==> src/rtl/hs_cmd_pkg.sv <==
// ----------------------------------------------------------------------------
// hs_cmd_pkg
// Shared definitions for the host-side command-slot scheduler:
//   - default slot count and slot index width
//   - scheduler FSM state encoding
//   - completion error codes reported on cmpl_err
// ----------------------------------------------------------------------------
package hs_cmd_pkg;

    localparam int unsigned C_NSLOT  = 32;
    localparam int unsigned C_SLOT_W = 5;

    typedef enum logic [2:0] {
        S_IDLE,
        S_ARB,
        S_REQ,
        S_WAIT,
        S_CMPL
    } sched_state_t;

    typedef enum logic [1:0] {
        E_OK   = 2'b00,
        E_DEV  = 2'b01,
        E_TMO  = 2'b10,
        E_LINK = 2'b11
    } cmpl_err_t;

endpackage

==> src/rtl/hs_cmd_sched_rr_arb.sv <==
// ----------------------------------------------------------------------------
// hs_rr_arb
// Combinational rotating-priority encoder. Grants the lowest set bit of req
// whose index is >= ptr; if there is none, wraps and grants the lowest set
// bit overall.
// Ports:
//   req      in   C_NSLOT   request bitmap
//   ptr      in   C_SLOT_W  highest-priority index this cycle
//   gnt_idx  out  C_SLOT_W  granted index (0 when gnt_vld is low)
//   gnt_vld  out  1         at least one request present
// ----------------------------------------------------------------------------
module hs_rr_arb #(
    parameter int unsigned C_NSLOT  = hs_cmd_pkg::C_NSLOT,
    parameter int unsigned C_SLOT_W = hs_cmd_pkg::C_SLOT_W
) (
    input  logic [C_NSLOT-1:0]  req,
    input  logic [C_SLOT_W-1:0] ptr,
    output logic [C_SLOT_W-1:0] gnt_idx,
    output logic                gnt_vld
);

    int idx;

    // Walk the slots in priority order starting at ptr; the first hit wins.
    always_comb begin
        gnt_idx = '0;
        gnt_vld = 1'b0;
        idx     = 0;
        for (int i = 0; i < int'(C_NSLOT); i++) begin
            idx = int'(ptr) + i;
            if (idx >= int'(C_NSLOT)) begin
                idx = idx - int'(C_NSLOT);
            end
            if (!gnt_vld && req[idx]) begin
                gnt_vld = 1'b1;
                gnt_idx = C_SLOT_W'(idx);
            end
        end
    end

endmodule

==> src/rtl/hs_cmd_sched.sv <==
// ----------------------------------------------------------------------------
// hs_cmd_sched
// Command-slot scheduler for the SATA host-side command path. Collects
// per-slot issue pulses, round-robin selects one pending slot, hands it to
// the command interface and waits for completion, timeout or link loss.
// One completion record is reported per slot.
// Ports:
//   sys_clk     in   clock
//   sys_rst     in   synchronous active-high reset
//   PhyReady    in   link up; scheduling only while high
//   slot_issue  in   per-slot issue pulses
//   slot_pend   out  pending slot bitmap
//   cmd_req     out  request level to the command interface, held until cmd_ack
//   cmd_ack     in   command interface accepted cmd_slot
//   cmd_slot    out  slot in flight (latched in ARB)
//   cmd_done    in   in-flight command finished (pulse)
//   cmd_err     in   device error, qualifies cmd_done
//   cmpl_valid  out  completion pulse
//   cmpl_slot   out  completed slot
//   cmpl_err    out  00 ok, 01 device err, 10 timeout, 11 link lost
//   sched_idle  out  FSM in IDLE
// ----------------------------------------------------------------------------
module hs_cmd_sched #(
    parameter int unsigned        C_NSLOT  = hs_cmd_pkg::C_NSLOT,
    parameter int unsigned        C_SLOT_W = hs_cmd_pkg::C_SLOT_W,
    parameter int unsigned        C_TMO_W  = 24,
    parameter logic [C_TMO_W-1:0] C_TMO    = 24'hFFFFFF
) (
    input  logic                sys_clk,
    input  logic                sys_rst,
    input  logic                PhyReady,
    input  logic [C_NSLOT-1:0]  slot_issue,
    output logic [C_NSLOT-1:0]  slot_pend,
    output logic                cmd_req,
    input  logic                cmd_ack,
    output logic [C_SLOT_W-1:0] cmd_slot,
    input  logic                cmd_done,
    input  logic                cmd_err,
    output logic                cmpl_valid,
    output logic [C_SLOT_W-1:0] cmpl_slot,
    output logic [1:0]          cmpl_err,
    output logic                sched_idle
);

    import hs_cmd_pkg::*;

    localparam logic [C_TMO_W-1:0]  TMO_LAST  = C_TMO - C_TMO_W'(1);
    localparam logic [C_SLOT_W-1:0] SLOT_LAST = C_SLOT_W'(C_NSLOT - 1);

    sched_state_t          state_q, state_d;
    logic [C_NSLOT-1:0]    pend_q;
    logic [C_NSLOT-1:0]    clr;
    logic [C_SLOT_W-1:0]   ptr_q;
    logic [C_SLOT_W-1:0]   slot_q;
    logic [C_TMO_W-1:0]    timer_q;
    cmpl_err_t             err_q, err_d;
    logic                  lat_slot, tmr_clr, tmr_inc, err_ld;
    logic [C_SLOT_W-1:0]   gnt_idx;
    logic                  gnt_vld;

    hs_rr_arb #(
        .C_NSLOT  (C_NSLOT),
        .C_SLOT_W (C_SLOT_W)
    ) u_arb (
        .req     (pend_q),
        .ptr     (ptr_q),
        .gnt_idx (gnt_idx),
        .gnt_vld (gnt_vld)
    );

    // Next-state and control strobes. Link loss outranks every other event.
    always_comb begin
        // NOTE: every output of this block gets a default first, so no path
        // through the case leaves a variable unassigned and no latch appears.
        state_d  = state_q;
        lat_slot = 1'b0;
        tmr_clr  = 1'b0;
        tmr_inc  = 1'b0;
        err_ld   = 1'b0;
        err_d    = E_OK;
        case (state_q)
            S_IDLE: begin
                if (PhyReady && |pend_q) state_d = S_ARB;
            end
            S_ARB: begin
                if (gnt_vld) begin
                    lat_slot = 1'b1;
                    state_d  = S_REQ;
                end else begin
                    state_d  = S_IDLE;
                end
            end
            S_REQ: begin
                if (!PhyReady) begin
                    err_ld  = 1'b1;
                    err_d   = E_LINK;
                    state_d = S_CMPL;
                end else if (cmd_ack) begin
                    tmr_clr = 1'b1;
                    state_d = S_WAIT;
                end
            end
            S_WAIT: begin
                if (!PhyReady) begin
                    err_ld  = 1'b1;
                    err_d   = E_LINK;
                    state_d = S_CMPL;
                end else if (cmd_done) begin
                    err_ld  = 1'b1;
                    err_d   = cmd_err ? E_DEV : E_OK;
                    state_d = S_CMPL;
                end else if (timer_q == TMO_LAST) begin
                    err_ld  = 1'b1;
                    err_d   = E_TMO;
                    state_d = S_CMPL;
                end else begin
                    tmr_inc = 1'b1;
                end
            end
            S_CMPL:  state_d = S_IDLE;
            default: state_d = S_IDLE;
        endcase
    end

    // One-hot clear of the completing slot; applied after the issue OR, so a
    // same-cycle re-issue of that slot is dropped.
    always_comb begin
        clr = '0;
        if (state_q == S_CMPL) clr[slot_q] = 1'b1;
    end

    always_ff @(posedge sys_clk) begin
        // NOTE: sequential state uses non-blocking assignments so every
        // register samples pre-edge values regardless of statement order.
        if (sys_rst) state_q <= S_IDLE;
        else         state_q <= state_d;
    end

    always_ff @(posedge sys_clk) begin
        // NOTE: the pending bitmap is reset along with the control state; a
        // stale pending bit after reset would schedule a slot nobody issued.
        if (sys_rst) begin
            pend_q  <= '0;
            ptr_q   <= '0;
            slot_q  <= '0;
            timer_q <= '0;
            err_q   <= E_OK;
        end else begin
            pend_q <= (pend_q | slot_issue) & ~clr;
            if (lat_slot) slot_q <= gnt_idx;
            if (tmr_clr)      timer_q <= '0;
            else if (tmr_inc) timer_q <= timer_q + C_TMO_W'(1);
            if (err_ld) err_q <= err_d;
            if (state_q == S_CMPL) begin
                ptr_q <= (slot_q == SLOT_LAST) ? '0 : slot_q + C_SLOT_W'(1);
            end
        end
    end

    // cmd_req is gated by PhyReady so a link drop withdraws it immediately.
    assign cmd_req    = (state_q == S_REQ) && PhyReady;
    assign cmd_slot   = slot_q;
    assign cmpl_valid = (state_q == S_CMPL);
    assign cmpl_slot  = cmpl_valid ? slot_q : '0;
    assign cmpl_err   = cmpl_valid ? err_q : E_OK;
    assign sched_idle = (state_q == S_IDLE);
    assign slot_pend  = pend_q;

endmodule

==> config.mk <==
export PLATFORM = sky130hd
export DESIGN_NAME = hs_cmd_sched
export DESIGN_NICKNAME = d
export VERILOG_FILES = /design/src/rtl/hs_cmd_pkg.sv /design/src/rtl/hs_cmd_sched_rr_arb.sv /design/src/rtl/hs_cmd_sched.sv
export SDC_FILE = /design/constraint.sdc
export NUM_CORES = 1
export LEC_CHECK = 0
export ABC_AREA = 1
export CAP_MARGIN = 30
export CELL_PAD_IN_SITES_DETAIL_PLACEMENT = 1
export CELL_PAD_IN_SITES_GLOBAL_PLACEMENT = 2
export CORE_ASPECT_RATIO = 2
export CORE_MARGIN = 2
export CORE_UTILIZATION = 30
export DETAILED_ROUTE_END_ITERATION = 6
export HOLD_SLACK_MARGIN = 0.05
export PLACE_DENSITY_LB_ADDON = 0.1
export SKIP_CTS_REPAIR_TIMING = 1
export SYNTH_ARGS = -nofsm -noshare
export SYNTH_HDL_FRONTEND = slang
export SYNTH_HIERARCHICAL = 1
export SYNTH_SLANG_ARGS = --single-unit
==> constraint.sdc <==
create_clock -name sys_clk -period 7.45 [get_ports sys_clk]
set_clock_uncertainty 0.2 [all_clocks]
set_input_delay 0.745 -clock sys_clk [delete_from_list [all_inputs] [get_ports sys_clk]]
set_output_delay 0.745 -clock sys_clk [all_outputs]
set_load 0.05 [all_outputs]
==> results.txt <==
- Top post-synthesis cells by count: 301 x sky130_fd_sc_hd__nand2_1, 263 x sky130_fd_sc_hd__nand3_1, 206 x sky130_fd_sc_hd__nor2_1
* Cell type with the largest total area after synthesis: sky130_fd_sc_hd__dfxtp_1
- For the worst setup path, the data required time is 7.45 ns.
- Entering global routing, the biggest net connects 49 pins.
- The detail route stage leaves a number of antenna-violating nets equal to 0.
* WP buf/inv: 3
- Dividing the synthesized area by the synthesized cell count gives 5.786 µm².
- The tool flagged a number of max-cap violations equal to 0.
* Arrival time at the worst endpoint: 6.58 ns
* Crit path kind: reg -> reg
* Leakage power: 3.715 nW
- The first global-routing pass estimated 58.79 mm of wire.
* Actual slew at the worst max-slew pin: 0.9754 ns
* Global router's overall resource usage: 0.3081
* Initial detailed-routing violation count: 408
* Area share of the largest cell type after synthesis: 0.1912
* Area inside the core boundary: 24,420 µm²
* Area added between synthesis and finish: 19.05%
* Kind of start point of the critical path: flop
- Overall power consumption after layout is estimated at 0.001406 W.
- In this design, the critical path's most frequently occurring cell is sky130_fd_sc_hd__nand4_4.
- Power spread over the standard cell area amounts to roughly 160 nW/µm².
- Share of flip-flops with an asynchronous set or reset: 0
- Number of cell rows: 81
* Number of enable flip-flop cells after synthesis: 0
- The die covers 26,130 µm².
- Cell types occupying the most area after synthesis: sky130_fd_sc_hd__dfxtp_1 19%, sky130_fd_sc_hd__nand3_1 18%, sky130_fd_sc_hd__nand2_1 15%
- The H-tree was split into 3 levels.
* Starting utilization of the core area: 0.3044
- The clock period could shrink to 6.575 ns.
- After clock tree synthesis, the clock-pin slew on the worst setup and hold paths is 0.06 ns.
* Clock sink count: 71
- The flow ran to the end, and the final reports show no timing, DRC or antenna violations.
- In this run the clock root is driven by a sky130_fd_sc_hd__clkbuf_16.
- Number of nets at the end of the flow: ~1.4k
* Syn_nets: between 1k and 1.5k
- Setup violations remaining at the end of the flow were counted as 0.
- Of all nets on the critical path, the largest fanout is 34.
- Counting the buffers created by CTS gives 9.
- For this run, the slowest stage of the critical path takes roughly 0.7 ns.
* IO Pins: 85
- The number of global-route vias before repair is just under 10k.
* Synth Register Bits: 71
- Number of synthesis warnings: 6
- In this run the worst hold path is classified as reg -> reg.
- Grouping stages by cell kind, the critical path spends the most delay in simple AND/OR/NAND/NOR gates.
* Detail Placement HPWL: 32.52 mm
* Cell type of the slowest stage on the worst timing path: sky130_fd_sc_hd__xnor2_2
- Share of the yosys chip area belonging to registers: 0.1912
- The die is 226.6 µm tall.
* Cell area after technology mapping: 7435 µm²
- Routed via count: 9,180
- The worst setup path is captured at a flop.
- Post-detailed-route via-to-cell ratio: 5.429
- Overall routed net length: 39.61 mm
- Count of endpoints failing hold in the final timing report: 0
- Die span in x: 115.3 µm
- Most frequent cell after synthesis: sky130_fd_sc_hd__nand2_1
- Clk_lat worst skew: ~0.35 ns
- Maximum VDD drop: 181.2 µV
- Wire length per cell: between 20 and 25 µm
- After detailed routing, the number of remaining DRC violations is 0.
- Summed over all layers, the global routing overflow is 0.
- Number of diodes added for antenna fixing: 0
* Accumulated negative setup slack: 0 ns
- Max clock buf depth: 2
* Length of the first detailed-routing pass in iterations: 5
- Most used flip-flop cell after synthesis: sky130_fd_sc_hd__dfxtp_1
- Final core utilization: 0.3624
- IO buf count: 84
* CTS tree: yes
* Fraction of the cycle the final worst path needs: 0.8826
- Of the cells placed in the final design, the portion with a size suffix greater than 1 is 0.06255.
* Cells after synthesis: about 1.3k
* Highest Clock Rate: 152.1 MHz
* Synth cell types: 51
- Measured against its own limit, the worst slew margin works out to 0.3457.
- RSZ-0062 raised after global routing: no
* Final count of pins violating max slew: 0
- At the end of routability-driven placement, the weighted congestion stood at approximately 0.95.
- The initial antenna violation count was 0.
[state kept, by name, indices dropped and copies added (netlist names)]
register / count
slot_pend: 32
state_q: 3
timer_q: 24
err_q: 2
cmd_slot: 5
ptr_q: 5
[kinds of logic after synthesis]
group                      synth area share
xor gates and xnor gates            0.03400
buffers and inverters               0.09290
and+or+nand+nor                      0.5475
DFF                                  0.1912
muxes                              0.002693
AOI/OAI and AO/OA                   0.09980
adders and majority gates           0.03198
[stage by stage]
stage / cell area [µm²] / cells / hold WS (ns) / worst slack [ns]
global placement: 8563 / 1674 / 0.2573 / 1.183
CTS: 8851 / 1691 / 0.2640 / 0.9587
floorplan: 7435 / 1285 / 0.2395 / 2.168
global route: 8851 / 1691 / 0.2876 / 0.3353
detailed placement: 8568 / 1675 / 0.2545 / 0.9673
finish: 8851 / 1691 / 0.2614 / 0.8749
[worst paths after layout]
check | start | to | slack (ns) | depth (start not counted)
hold / removal | err_q[1] | err_q[1] | 0.26 | 2
hold reg to reg | err_q[1] | err_q[1] | 0.26 | 2
setup / recovery | ptr_q[0] | state_q[1] | 0.87 | 30
setup reg to reg | ptr_q[0] | state_q[1] | 0.87 | 30
[worst reg2reg max path, delay by kind of cell, from the launching register on]
kind            cells  cell delay, ns
compound gates      1            0.16
xor+xnor            1            0.68
fa+ha+maj           1            0.39
buf+inv             3            0.91
flops               1            0.53
simple gates       24            3.57
[final cells by class]
| type | instances | area (µm²) |
|---|---|---|
| Tap cell | 332 | 415.4 |
| Multi-Input combinational cell | 1052 | 5323 |
| Inverter | 119 | 447.9 |
| Sequential cell | 71 | 1421 |
| Clock buffer | 9 | 225.2 |
| Clock inverter | 7 | 57.56 |
| Timing Repair Buffer | 101 | 960.9 |
| Fill cell | 3300 | 15570 |
[layout by cell type (no fill, tap or decap), types with 16 or more instances in the layout]
cell type / count
sky130_fd_sc_hd__ha_1: 19
sky130_fd_sc_hd__nor2_1: 206
sky130_fd_sc_hd__nand4_1: 40
sky130_fd_sc_hd__o22ai_1: 31
sky130_fd_sc_hd__dfxtp_1: 71
sky130_fd_sc_hd__nand3_1: 263
sky130_fd_sc_hd__xor2_1: 18
sky130_fd_sc_hd__o21ai_0: 34
sky130_fd_sc_hd__buf_4: 16
sky130_fd_sc_hd__nor3_1: 21
sky130_fd_sc_hd__nand2_1: 301
sky130_fd_sc_hd__inv_1: 107
sky130_fd_sc_hd__a21oi_1: 33
sky130_fd_sc_hd__clkdlybuf4s50_1: 83
[where the power goes]
part           internal (W)  switching [W]  leakage, nW
clock network      0.000228       0.000187        0.128
logic              0.000157       0.000389         3.00
registers          0.000401      0.0000432        0.584
total              0.000786       0.000620         3.72
[per-layer routing]
layer	wire length (µm)	GRT usage
met1	13340	0.2862
met2	21970	0.6057
met3	978	0.02112
met4	3326	0.2231
met5	0	0
Note: power is estimated with default switching activity, not from simulation.
